**config.mk**
```make
export PLATFORM = sky130hd
export DESIGN_NAME = debug_controller
export DESIGN_NICKNAME = d
export VERILOG_FILES = /design/src/rtl/debug_controller.sv
export SDC_FILE = /design/constraint.sdc
export NUM_CORES = 1
export LEC_CHECK = 0
export ABC_AREA = 1
export ABC_CLOCK_PERIOD_IN_PS = 1800
export BUFFER_PORTS_ARGS = -buffer_cell sky130_fd_sc_hd__buf_2
export CORE_MARGIN = 3
export CORE_UTILIZATION = 45
export DETAILED_ROUTE_END_ITERATION = 10
export GPL_TIMING_DRIVEN = 0
export PLACE_DENSITY = 0.82
export SLEW_MARGIN = 5
export SYNTH_ARGS = -nofsm -noshare
export SYNTH_HDL_FRONTEND = slang
export SYNTH_SLANG_ARGS = --single-unit
```
**constraint.sdc**
```tcl
create_clock -name clk -period 1.8 [get_ports clk]
set_clock_uncertainty 0.15 [all_clocks]
set_input_delay 0 -clock clk [delete_from_list [all_inputs] [get_ports clk]]
set_output_delay 0 -clock clk [all_outputs]
set_load 0.02 [all_outputs]
```
**src/rtl/debug_controller.sv**
```systemverilog
// Debug controller: accepts host debug commands, sequences halt/resume/step
// handshakes with the processor and performs debug register accesses.
module debug_controller #(
  parameter int TIMEOUT = 255
) (
  input  logic        clk,
  input  logic        rst_n,
  input  logic        cmd_valid,
  output logic        cmd_ready,
  input  logic [2:0]  cmd_op,
  input  logic [7:0]  cmd_addr,
  input  logic [31:0] cmd_wdata,
  output logic        rsp_valid,
  output logic        rsp_err,
  output logic [31:0] rsp_data,
  output logic        enter_debug,
  output logic        req_halt,
  output logic        req_resume,
  output logic        step,
  input  logic        halted,
  input  logic        running,
  input  logic        stalled,
  output logic        dm_write,
  output logic [7:0]  dm_addr,
  output logic [31:0] dm_wdata,
  input  logic [31:0] dm_rdata,
  input  logic        dm_access_valid
);

  localparam int CNT_W = ($clog2(TIMEOUT + 1) > 8) ? $clog2(TIMEOUT + 1) : 8;
  localparam logic [CNT_W-1:0] TIMEOUT_CNT  = CNT_W'(TIMEOUT);
  localparam logic [31:0]      TIMEOUT_DATA = 32'hDEAD_0001;

  localparam logic [2:0] OP_STATUS = 3'd0;
  localparam logic [2:0] OP_HALT   = 3'd1;
  localparam logic [2:0] OP_RESUME = 3'd2;
  localparam logic [2:0] OP_STEP   = 3'd3;
  localparam logic [2:0] OP_READ   = 3'd4;
  localparam logic [2:0] OP_WRITE  = 3'd5;

  typedef enum logic [2:0] {
    S_IDLE,
    S_HALT_WAIT,
    S_RESUME_WAIT,
    S_STEP_RUN,
    S_STEP_HALT,
    S_ACCESS,
    S_RESP
  } state_t;

  state_t            state, state_next;
  logic [2:0]        op_q;
  logic [7:0]        addr_q;
  logic [31:0]       wdata_q;
  logic [CNT_W-1:0]  cnt;
  logic              enter_debug_q, enter_debug_next;
  logic              rsp_err_q, rsp_err_next;
  logic [31:0]       rsp_data_q, rsp_data_next;
  logic              accept;
  logic              wait_state;
  logic              timed_out;

  assign accept     = cmd_valid && cmd_ready;
  assign wait_state = (state == S_HALT_WAIT) || (state == S_RESUME_WAIT) ||
                      (state == S_STEP_RUN)  || (state == S_STEP_HALT)   ||
                      (state == S_ACCESS);
  // A timed-out cycle wins over a late completion and drops every request.
  assign timed_out  = wait_state && (cnt == TIMEOUT_CNT);

  // NOTE: every variable gets its default before the case so no path leaves
  // it unassigned; otherwise synthesis infers a latch.
  always_comb begin
    state_next       = state;
    enter_debug_next = enter_debug_q;
    rsp_err_next     = rsp_err_q;
    rsp_data_next    = rsp_data_q;

    if (timed_out) begin
      state_next    = S_RESP;
      rsp_err_next  = 1'b1;
      rsp_data_next = TIMEOUT_DATA;
    end else begin
      case (state)
        S_IDLE: begin
          if (accept) begin
            state_next    = S_RESP;
            rsp_err_next  = 1'b0;
            rsp_data_next = '0;
            case (cmd_op)
              OP_STATUS: rsp_data_next = {29'b0, stalled, running, halted};
              OP_HALT: begin
                enter_debug_next = 1'b1;
                if (!halted) state_next = S_HALT_WAIT;
              end
              OP_RESUME: begin
                if (halted) state_next = S_RESUME_WAIT;
                else        rsp_err_next = 1'b1;
              end
              OP_STEP: begin
                if (halted) state_next = S_STEP_RUN;
                else        rsp_err_next = 1'b1;
              end
              OP_READ, OP_WRITE: begin
                if (halted) state_next = S_ACCESS;
                else        rsp_err_next = 1'b1;
              end
              default: rsp_err_next = 1'b1;
            endcase
          end
        end
        S_HALT_WAIT: begin
          if (halted) state_next = S_RESP;
        end
        S_RESUME_WAIT: begin
          if (running && !halted) begin
            state_next       = S_RESP;
            enter_debug_next = 1'b0;
          end
        end
        S_STEP_RUN: begin
          if (!halted) state_next = S_STEP_HALT;
        end
        S_STEP_HALT: begin
          if (halted) state_next = S_RESP;
        end
        S_ACCESS: begin
          if (dm_access_valid) begin
            state_next = S_RESP;
            if (op_q == OP_READ) rsp_data_next = dm_rdata;
          end
        end
        S_RESP:  state_next = S_IDLE;
        default: state_next = S_IDLE;
      endcase
    end
  end

  // NOTE: sequential state uses non-blocking assignments so every flop
  // samples pre-edge values regardless of statement order.
  always_ff @(posedge clk or negedge rst_n) begin
    if (!rst_n) begin
      state         <= S_IDLE;
      op_q          <= '0;
      addr_q        <= '0;
      wdata_q       <= '0;
      cnt           <= '0;
      enter_debug_q <= 1'b0;
      rsp_err_q     <= 1'b0;
      rsp_data_q    <= '0;
    end else begin
      state         <= state_next;
      enter_debug_q <= enter_debug_next;
      rsp_err_q     <= rsp_err_next;
      rsp_data_q    <= rsp_data_next;
      if (accept) begin
        op_q    <= cmd_op;
        addr_q  <= cmd_addr;
        wdata_q <= cmd_wdata;
      end
      // Counter restarts on every state change so each wait gets a full budget.
      if (state_next != state) cnt <= '0;
      else if (wait_state)     cnt <= cnt + 1'b1;
    end
  end

  // Everything below decodes from state, so reset clears outputs immediately.
  assign cmd_ready   = rst_n && (state == S_IDLE);
  assign rsp_valid   = (state == S_RESP);
  assign rsp_err     = rsp_valid && rsp_err_q;
  assign rsp_data    = rsp_valid ? rsp_data_q : '0;
  assign enter_debug = enter_debug_q;
  assign req_halt    = (state == S_HALT_WAIT)   && !timed_out;
  assign req_resume  = (state == S_RESUME_WAIT) && !timed_out;
  assign step        = (state == S_STEP_RUN) && (cnt == '0) && !timed_out;
  assign dm_addr     = (state == S_ACCESS) ? addr_q : '0;
  assign dm_wdata    = ((state == S_ACCESS) && (op_q == OP_WRITE)) ? wdata_q : '0;
  assign dm_write    = (state == S_ACCESS) && (op_q == OP_WRITE) &&
                       dm_access_valid && !timed_out;

endmodule
```
# ---- Word-level counts from Yosys, hierarchy flattened
# Cells that the tools add are included.
dict set report totals {
  output_inout_bits 80
  register_bits 88
  elab_cells 96
}
dict set report op_classes {
  eq_ne 21
  add_sub_neg 1
  n_mux 32
  n_reduce_logical 33
  bitwise_logic 1
}
# op count
set op_table {}
lappend op_table {{$mux W32} 6}
lappend op_table {{$pmux W32 S2} 1}
lappend op_table {{$mux W3} 10}
lappend op_table {{$mux W8} 3}
lappend op_table {{$eq A3 B3 Y1 const B} 7}
lappend op_table {{$pmux W3 S5} 1}
lappend op_table {{$eq A3 B2 Y1 const B} 4}
lappend op_table {{$logic_and A1 B1 Y1} 12}
lappend op_table {{$pmux W3 S4} 1}
lappend op_table {{$ne A3 B3 Y1 const B} 3}
lappend op_table {{$add A8 B1 Y8 const B} 1}
lappend op_table {{$eq A8 B8 Y1 const B} 1}
lappend op_table {{$logic_not A8 Y1} 1}
lappend op_table {{$reduce_bool A2 Y1} 4}
lappend op_table {{$mux W1} 7}
lappend op_table {{$eq A3 B1 Y1 const B} 2}
lappend op_table {{$logic_not A3 Y1} 2}
lappend op_table {{$reduce_or A2 Y1} 3}
lappend op_table {{$reduce_and A5 Y1} 1}
lappend op_table {{$logic_or A1 B1 Y1} 4}
lappend op_table {{$ne A2 B1 Y1 const B} 2}
lappend op_table {{$pmux W1 S2} 2}
lappend op_table {{$reduce_and A4 Y1} 1}
lappend op_table {{$reduce_or A4 Y1} 1}
lappend op_table {{7 further kinds} 8}

# ---- Depth between registers and ports, before layout
dict set report logic_depth {
  word_depth 9
  depth_mapped 12
  ltp_nobuf 12
}

# ---- Worst setup path after synthesis
# No wires, ideal clock.
dict set report synth_timing {
  kind {flip-flop to flip-flop}
  start {register state[1]}
  end {register cnt[0]}
  required_ns 1.577
  setup_slack_ns -0.166
  path_buffers 1
  t_arrival_ns 1.743
  setup_ns 0.073
  stages_incl_launch_ff 11
  path_cell_list {dfrtp_1 buf_6 inv_2 nand3_4 nor2_1 nand2_1 o21ai_2 nand3_1 nand2_1 nand3_2 nor2_1}
}
dict set report synth_between {
  word_cells_on_any_way 24
}
# item line_no
set synth_rtl {}
lappend synth_rtl {{from (decl)} 51} ;# state_t state, state_next;
lappend synth_rtl {{from (signal assigned)} 151} ;# state <= state_next;
lappend synth_rtl {{$logic_not A3 Y1 (*)} 167} ;# assign cmd_ready = rst_n && (state == S_IDLE);
lappend synth_rtl {{$logic_and A1 B1 Y1 (*)} 167}
lappend synth_rtl {{named net cmd_ready} 9} ;# output logic cmd_ready,
lappend synth_rtl {{$logic_and A1 B1 Y1 (*)} 63} ;# assign accept = cmd_valid && cmd_ready;
lappend synth_rtl {{$mux W3 (*)} 85} ;# if (accept) begin
lappend synth_rtl {{$pmux W3 S5 (*)} 83} ;# case (state)
lappend synth_rtl {{$mux W3 (*)} 78} ;# if (timed_out) begin
lappend synth_rtl {{$ne A3 B3 Y1 (*)} 161} ;# if (state_next != state) cnt <= '0;
lappend synth_rtl {{$mux W8 or $reduce_bool A2 Y1 (tied branches)} --}
lappend synth_rtl {{to (signal assigned)} 162} ;# else if (wait_state) cnt <= cnt + 1'b1;
lappend synth_rtl {{to (decl)} 55} ;# logic [CNT_W-1:0] cnt;
# Mark *: on every way through the listed nets, which the timed path passes. The rest lies on a longest branch.
# A chain may end at the register's enable or synchronous reset.

# ---- Final worst setup path
dict set report layout_timing {
  start {register state[1]}
  end {register rsp_data_q[17]}
}
dict set report layout_between {
  elab_chain_len 8
  word_cells_on_any_way 20
}
# item line_no
set layout_rtl {}
lappend layout_rtl {{$eq A3 B1 Y1 or $eq A3 B2 Y1 (tied branches)} 64} ;# assign wait_state = (state == S_HALT_WAIT) || (state == S_RESUME_WAIT) ||
lappend layout_rtl {{$logic_or A1 B1 Y1 (2 in series)} 64}
lappend layout_rtl {{$logic_or A1 B1 Y1 (2 in series)} 65} ;# (state == S_STEP_RUN) || (state == S_STEP_HALT) ||
lappend layout_rtl {{$logic_and A1 B1 Y1} 68} ;# assign timed_out = wait_state && (cnt == TIMEOUT_CNT);
lappend layout_rtl {{$ne A3 B3 Y1 (no source line) or $reduce_bool A3 Y1 (tied branches)} --}
lappend layout_rtl {{$reduce_and A4 Y1 (no source line)} --}
lappend layout_rtl {{to (signal assigned)} 154} ;# rsp_data_q <= rsp_data_next;
lappend layout_rtl {{to (decl)} 58} ;# logic [31:0] rsp_data_q, rsp_data_next;
# Parallel ways exist; a longest one is shown, timed or not.

==> flow_results.xml <==
<?xml version="1.0" encoding="UTF-8"?>
<metrics>
  <group name="status">
    <metric name="outcome" unit="">finished with violations</metric>
    <metric name="failing_checks" unit="">hold timing, setup timing</metric>
  </group>
  <group name="die">
    <metric name="starting_density_of_the_core" unit="%">47.6</metric>
    <metric name="die-area" unit="mm²">0.0113</metric>
    <metric name="die_height" unit="µm">106</metric>
    <metric name="std_cell_rows" unit="">35</metric>
    <metric name="die-width" unit="µm">106</metric>
    <metric name="floorplan.core_area" unit="mm²">0.00950</metric>
    <metric name="io_pins" unit="">162</metric>
  </group>
  <group name="synth">
    <metric name="synth_edf_count" unit="">0</metric>
    <metric name="synth_area_leader_cell" unit="">sky130_fd_sc_hd__dfrtp_1</metric>
    <metric name="register_bit_total_from_synthesis" unit="">88</metric>
    <metric name="ys_warn_count" unit="">0</metric>
    <metric name="seq_area_frac_synth" unit="%">48.7</metric>
    <metric name="netlist_instances" unit="">583</metric>
    <metric name="netlist_area" unit="mm²">0.00452</metric>
    <metric name="synth_largest_type_area_fraction" unit="%">48.7</metric>
    <metric name="synth_ff_type" unit="">sky130_fd_sc_hd__dfrtp_1</metric>
    <metric name="avg_inst_size_synth" unit="µm²">7.76</metric>
    <metric name="synth-async-reset-ratio" unit="%">100</metric>
    <metric name="synthDistinctLibCells" unit="">36</metric>
    <metric name="synth_nets" unit="">669</metric>
    <metric name="ys_top_cells_by_area" unit="">sky130_fd_sc_hd__dfrtp_1 (49%), sky130_fd_sc_hd__nand2_1 (8.0%), sky130_fd_sc_hd__nor2_1 (8.0%), sky130_fd_sc_hd__inv_1 (7.8%), sky130_fd_sc_hd__o21ai_0 (7.6%)</metric>
  </group>
  <group name="routing">
    <metric name="drt_first_pass_iters" unit="">7</metric>
    <metric name="wl_per_cell" unit="µm">25.9</metric>
    <metric name="vias" unit="">6401</metric>
    <metric name="routed_wirelength" unit="mm">26.8</metric>
    <metric name="detail-route-antenna-nets" unit="">0</metric>
    <metric name="drt_drc_violations_left" unit="">0</metric>
    <metric name="route.detailed.vias_per_inst" unit="">6.17</metric>
    <metric name="detailedRoute.firstIterationViolations" unit="">829</metric>
  </group>
  <group name="setup_path">
    <metric name="reg2reg_slack" unit="ps">-540</metric>
    <metric name="critPathKind" unit="">reg2reg</metric>
    <metric name="critical_path.endpoint" unit="">rsp_data_q[17]$_DFFE_PN0P_</metric>
    <metric name="cp_cell_sequence" unit="">buf_6 -&gt; nor2_4 -&gt; nand2_4 -&gt; nor2_1 -&gt; o21ai_1 -&gt; o21ai_2 -&gt; a21oi_4 -&gt; buf_12 -&gt; buf_8 -&gt; o21ai_0</metric>
    <metric name="required" unit="ps">1900</metric>
    <metric name="reg2reg_from" unit="">state[1]$_DFF_PN0_</metric>
    <metric name="crit_path_end_kind" unit="">flip-flop</metric>
    <metric name="timing.critical_path.buf_inv" unit="">3</metric>
    <metric name="critPathArrivalTime" unit="ps">2440</metric>
    <metric name="largest_fanout_of_any_net_on_the_critical_path" unit="">10</metric>
    <metric name="cp_slowest_stage_delay" unit="ps">390</metric>
    <metric name="r2r.worst_path.cells" unit="">10</metric>
    <metric name="critical_path_depth" unit="">10</metric>
    <metric name="critical_path.top_delay_family" unit="">compound AO/OA/AOI/OAI gates</metric>
    <metric name="cp_slowest_cell" unit="">sky130_fd_sc_hd__dfrtp_1</metric>
    <metric name="crit_path_start" unit="">state[1]$_DFF_PN0_</metric>
    <metric name="worstSetupStartpointType" unit="">flip-flop</metric>
    <metric name="r2r_end" unit="">rsp_data_q[17]$_DFFE_PN0P_</metric>
  </group>
  <group name="grt">
    <metric name="grt_start_max_net_pins" unit="">48</metric>
    <metric name="globalRouteOverflowTotal" unit="">0</metric>
    <metric name="first_global_vias" unit="">5528</metric>
    <metric name="globalRouteMet1Util" unit="%">34.8</metric>
    <metric name="global_route.usage.met2" unit="%">53.6</metric>
    <metric name="grt_pass1_wl" unit="mm">27.0</metric>
    <metric name="total_routing_usage_reported_by_global_routing" unit="%">30.0</metric>
    <metric name="grt_util_met3" unit="%">6.13</metric>
    <metric name="grt-busiest-layer" unit="">met2</metric>
    <metric name="antenna_found_initial" unit="">1</metric>
  </group>
  <group name="power">
    <metric name="p_comb_share" unit="%">59.5</metric>
    <metric name="proportion_of_power_drawn_by_the_clock_network" unit="%">12.3</metric>
    <metric name="worst_ir_drop_vdd" unit="mV">0.975</metric>
    <metric name="switching_power" unit="mW">4.85</metric>
    <metric name="design_power_total" unit="mW">10.3</metric>
    <metric name="leakage" unit="nW">4.21</metric>
    <metric name="power.share.sequential" unit="%">28.2</metric>
    <metric name="pd_cells" unit="mW/mm²">1120</metric>
    <metric name="switching_share_of_total_power" unit="%">47.0</metric>
    <metric name="internal-power" unit="mW">5.47</metric>
  </group>
  <group name="sta">
    <metric name="period_share" unit="%">130</metric>
    <metric name="slew_headroom" unit="%">64.3</metric>
    <metric name="rsz0062_at_grt" unit="">yes</metric>
    <metric name="post-route-worst-setup-slack" unit="ps">-540</metric>
    <metric name="final_max_slew_viol_count" unit="">0</metric>
    <metric name="max_clock_freq" unit="MHz">427</metric>
    <metric name="final_hold_viol_count" unit="">88</metric>
    <metric name="finalWorstPathRequiredPeriod" unit="ps">2340</metric>
    <metric name="max_slew.worst_pin.slew" unit="ps">536</metric>
    <metric name="whs" unit="ps">-412</metric>
    <metric name="final-setup-viol-count" unit="">157</metric>
  </group>
  <group name="finish">
    <metric name="layout.cells.most_common_list" unit="">sky130_fd_sc_hd__buf_2 (93), sky130_fd_sc_hd__inv_1 (91), sky130_fd_sc_hd__dfrtp_1 (88), sky130_fd_sc_hd__buf_6 (82), sky130_fd_sc_hd__dlygate4sd3_1 (80)</metric>
    <metric name="fin_cells" unit="">1037</metric>
    <metric name="antenna_cells" unit="">0</metric>
    <metric name="final_common_cell" unit="">sky130_fd_sc_hd__buf_2</metric>
    <metric name="final_core_density" unit="%">96.7</metric>
    <metric name="area_delta_synth_final" unit="%">103</metric>
    <metric name="final_layout_size_suffix_gt1_share" unit="%">55.0</metric>
    <metric name="fin_nets" unit="">990</metric>
  </group>
  <group name="cts">
    <metric name="cts_root_buffer" unit="">sky130_fd_sc_hd__clkbuf_8</metric>
    <metric name="tritoncts.num_buffers" unit="">9</metric>
    <metric name="h-tree-depth" unit="">3</metric>
    <metric name="clock_sinks" unit="">88</metric>
    <metric name="cts_tree" unit="">done</metric>
    <metric name="clkTransAtPathRegs" unit="ps">100</metric>
    <metric name="cts_max_path_buffers" unit="">2</metric>
    <metric name="clk_latency" unit="ps">390</metric>
  </group>
  <group name="placement">
    <metric name="dp_cells" unit="">874</metric>
    <metric name="buffer_ports.inserted" unit="">161</metric>
    <metric name="place_hpwl" unit="mm">9.35</metric>
    <metric name="gp_congestion" unit="">0.897</metric>
  </group>
  <group name="flow_run">
    <metric name="drv.max_cap_violation_count" unit="">0</metric>
  </group>
  <group name="hold_path">
    <metric name="worst_hold_path_type" unit="">in2async</metric>
  </group>
</metrics>
metrics by stage:
step	setup WS, ps	setup TNS (ps)	area (µm²)	hold WS (ps)
global placement	-1630	-154360	5500	56.8
floorplan	15.2	0	4540	-446
CTS	-156	-7650	7340	-496
global route	-532	-41380	9190	-382
finish	-540	-35240	9190	-412
detailed placement	-742	-59300	5530	-115
cell families (layout without fill, tap and decap cells):
logic type	after synthesis	in the layout	share of synthesized area, %
buffers and inverters	131	456	12.3
AO/OA/AOI/OAI	103	103	12.7
adder cells (fa/ha/maj)	4	4	1.11
AND/OR/NAND/NOR	250	250	23.8
flip-flops	88	88	48.7
multiplexers	1	1	0.249
XOR/XNOR	6	6	1.16
synth_stat cells, types with 6 or more instances:
| cell | n |
|---|---|
| sky130_fd_sc_hd__dfrtp_1 | 88 |
| sky130_fd_sc_hd__nand3_1 | 35 |
| sky130_fd_sc_hd__inv_1 | 94 |
| sky130_fd_sc_hd__o21ai_1 | 6 |
| sky130_fd_sc_hd__nor3_1 | 6 |
| sky130_fd_sc_hd__buf_2 | 9 |
| sky130_fd_sc_hd__nand2_1 | 97 |
| sky130_fd_sc_hd__clkbuf_1 | 8 |
| sky130_fd_sc_hd__o21ai_2 | 11 |
| sky130_fd_sc_hd__nor2_1 | 97 |
| sky130_fd_sc_hd__a21oi_1 | 14 |
| sky130_fd_sc_hd__o21ai_0 | 69 |
worst min-delay path by stage:
stage / start / endpoint / slack (ps) / cells past startpoint
floorplan: rst_n / addr_q[0]$_DFFE_PN0N_ / -450 / 0
global placement: cmd_addr[5] / addr_q[5]$_DFFE_PN0N_ / 60 / 3
detailed placement: rst_n / rsp_data_q[29]$_DFFE_PN0P_ / -120 / 1
CTS: rst_n / rsp_data_q[29]$_DFFE_PN0P_ / -500 / 1
global route: rst_n / rsp_data_q[29]$_DFFE_PN0P_ / -380 / 4
finish: rst_n / rsp_data_q[29]$_DFFE_PN0P_ / -410 / 4
power by group through the flow:
| stage | registers (mW) | clock network (mW) | logic [mW] |
|---|---|---|---|
| 6_report | 2.91 | 1.27 | 6.14 |
| 5_1_grt | 2.94 | 1.32 | 6.34 |
| 4_1_cts | 2.78 | 1.19 | 3.56 |
| 3_5_place_dp | 2.81 | 0 | 2.55 |
| 3_3_place_gp | 2.78 | 0 | 2.42 |
| 2_1_floorplan | 2.76 | 0 | 1.85 |
registers in the layout (all words and copies together), names as in the netlist:
| register | count |
|---|---|
| addr_q | 8 |
| enter_debug | 1 |
| op_q | 3 |
| cnt | 8 |
| rsp_err_q | 1 |
| wdata_q | 32 |
| state | 3 |
| rsp_data_q | 32 |
tightest hold or removal path, cell delays in order:
cell and delay, ps:
sky130_fd_sc_hd__buf_6 80, sky130_fd_sc_hd__buf_16 100, sky130_fd_sc_hd__buf_16 100, sky130_fd_sc_hd__buf_16 230
layout make-up:
type | instances | area (µm²)
multi-input combinational | 364 | 2920
timing repair buffer | 310 | 2910
sequential | 88 | 2200
inverter | 103 | 434
buffer | 27 | 405
fill | 160 | 312
tap | 129 | 161
clock buffer | 11 | 131
clock inverter | 4 | 22.5
timing repair inverter | 1 | 6.26
layer usage:
| metal | share of wire (%) | vias to the layer above |
|---|---|---|
| met2 | 47 | 700 |
| met5 | 0 | - |
| met4 | 9.9 | 0 |
| li1 | - | 2460 |
| met1 | 32 | 2965 |
| met3 | 11 | 276 |
timing repair:
item | CTS | global route
gates cloned | 3 | 14
hold endpoints to repair | 166 | 88
hold buffers | 80 | 3
resized for setup | 184 | 414
setup buffers | 29 | 20
pin swaps | 13 | 22
endpoints found under the setup margin | 156 | 150
(Power assumes the default switching activity.)
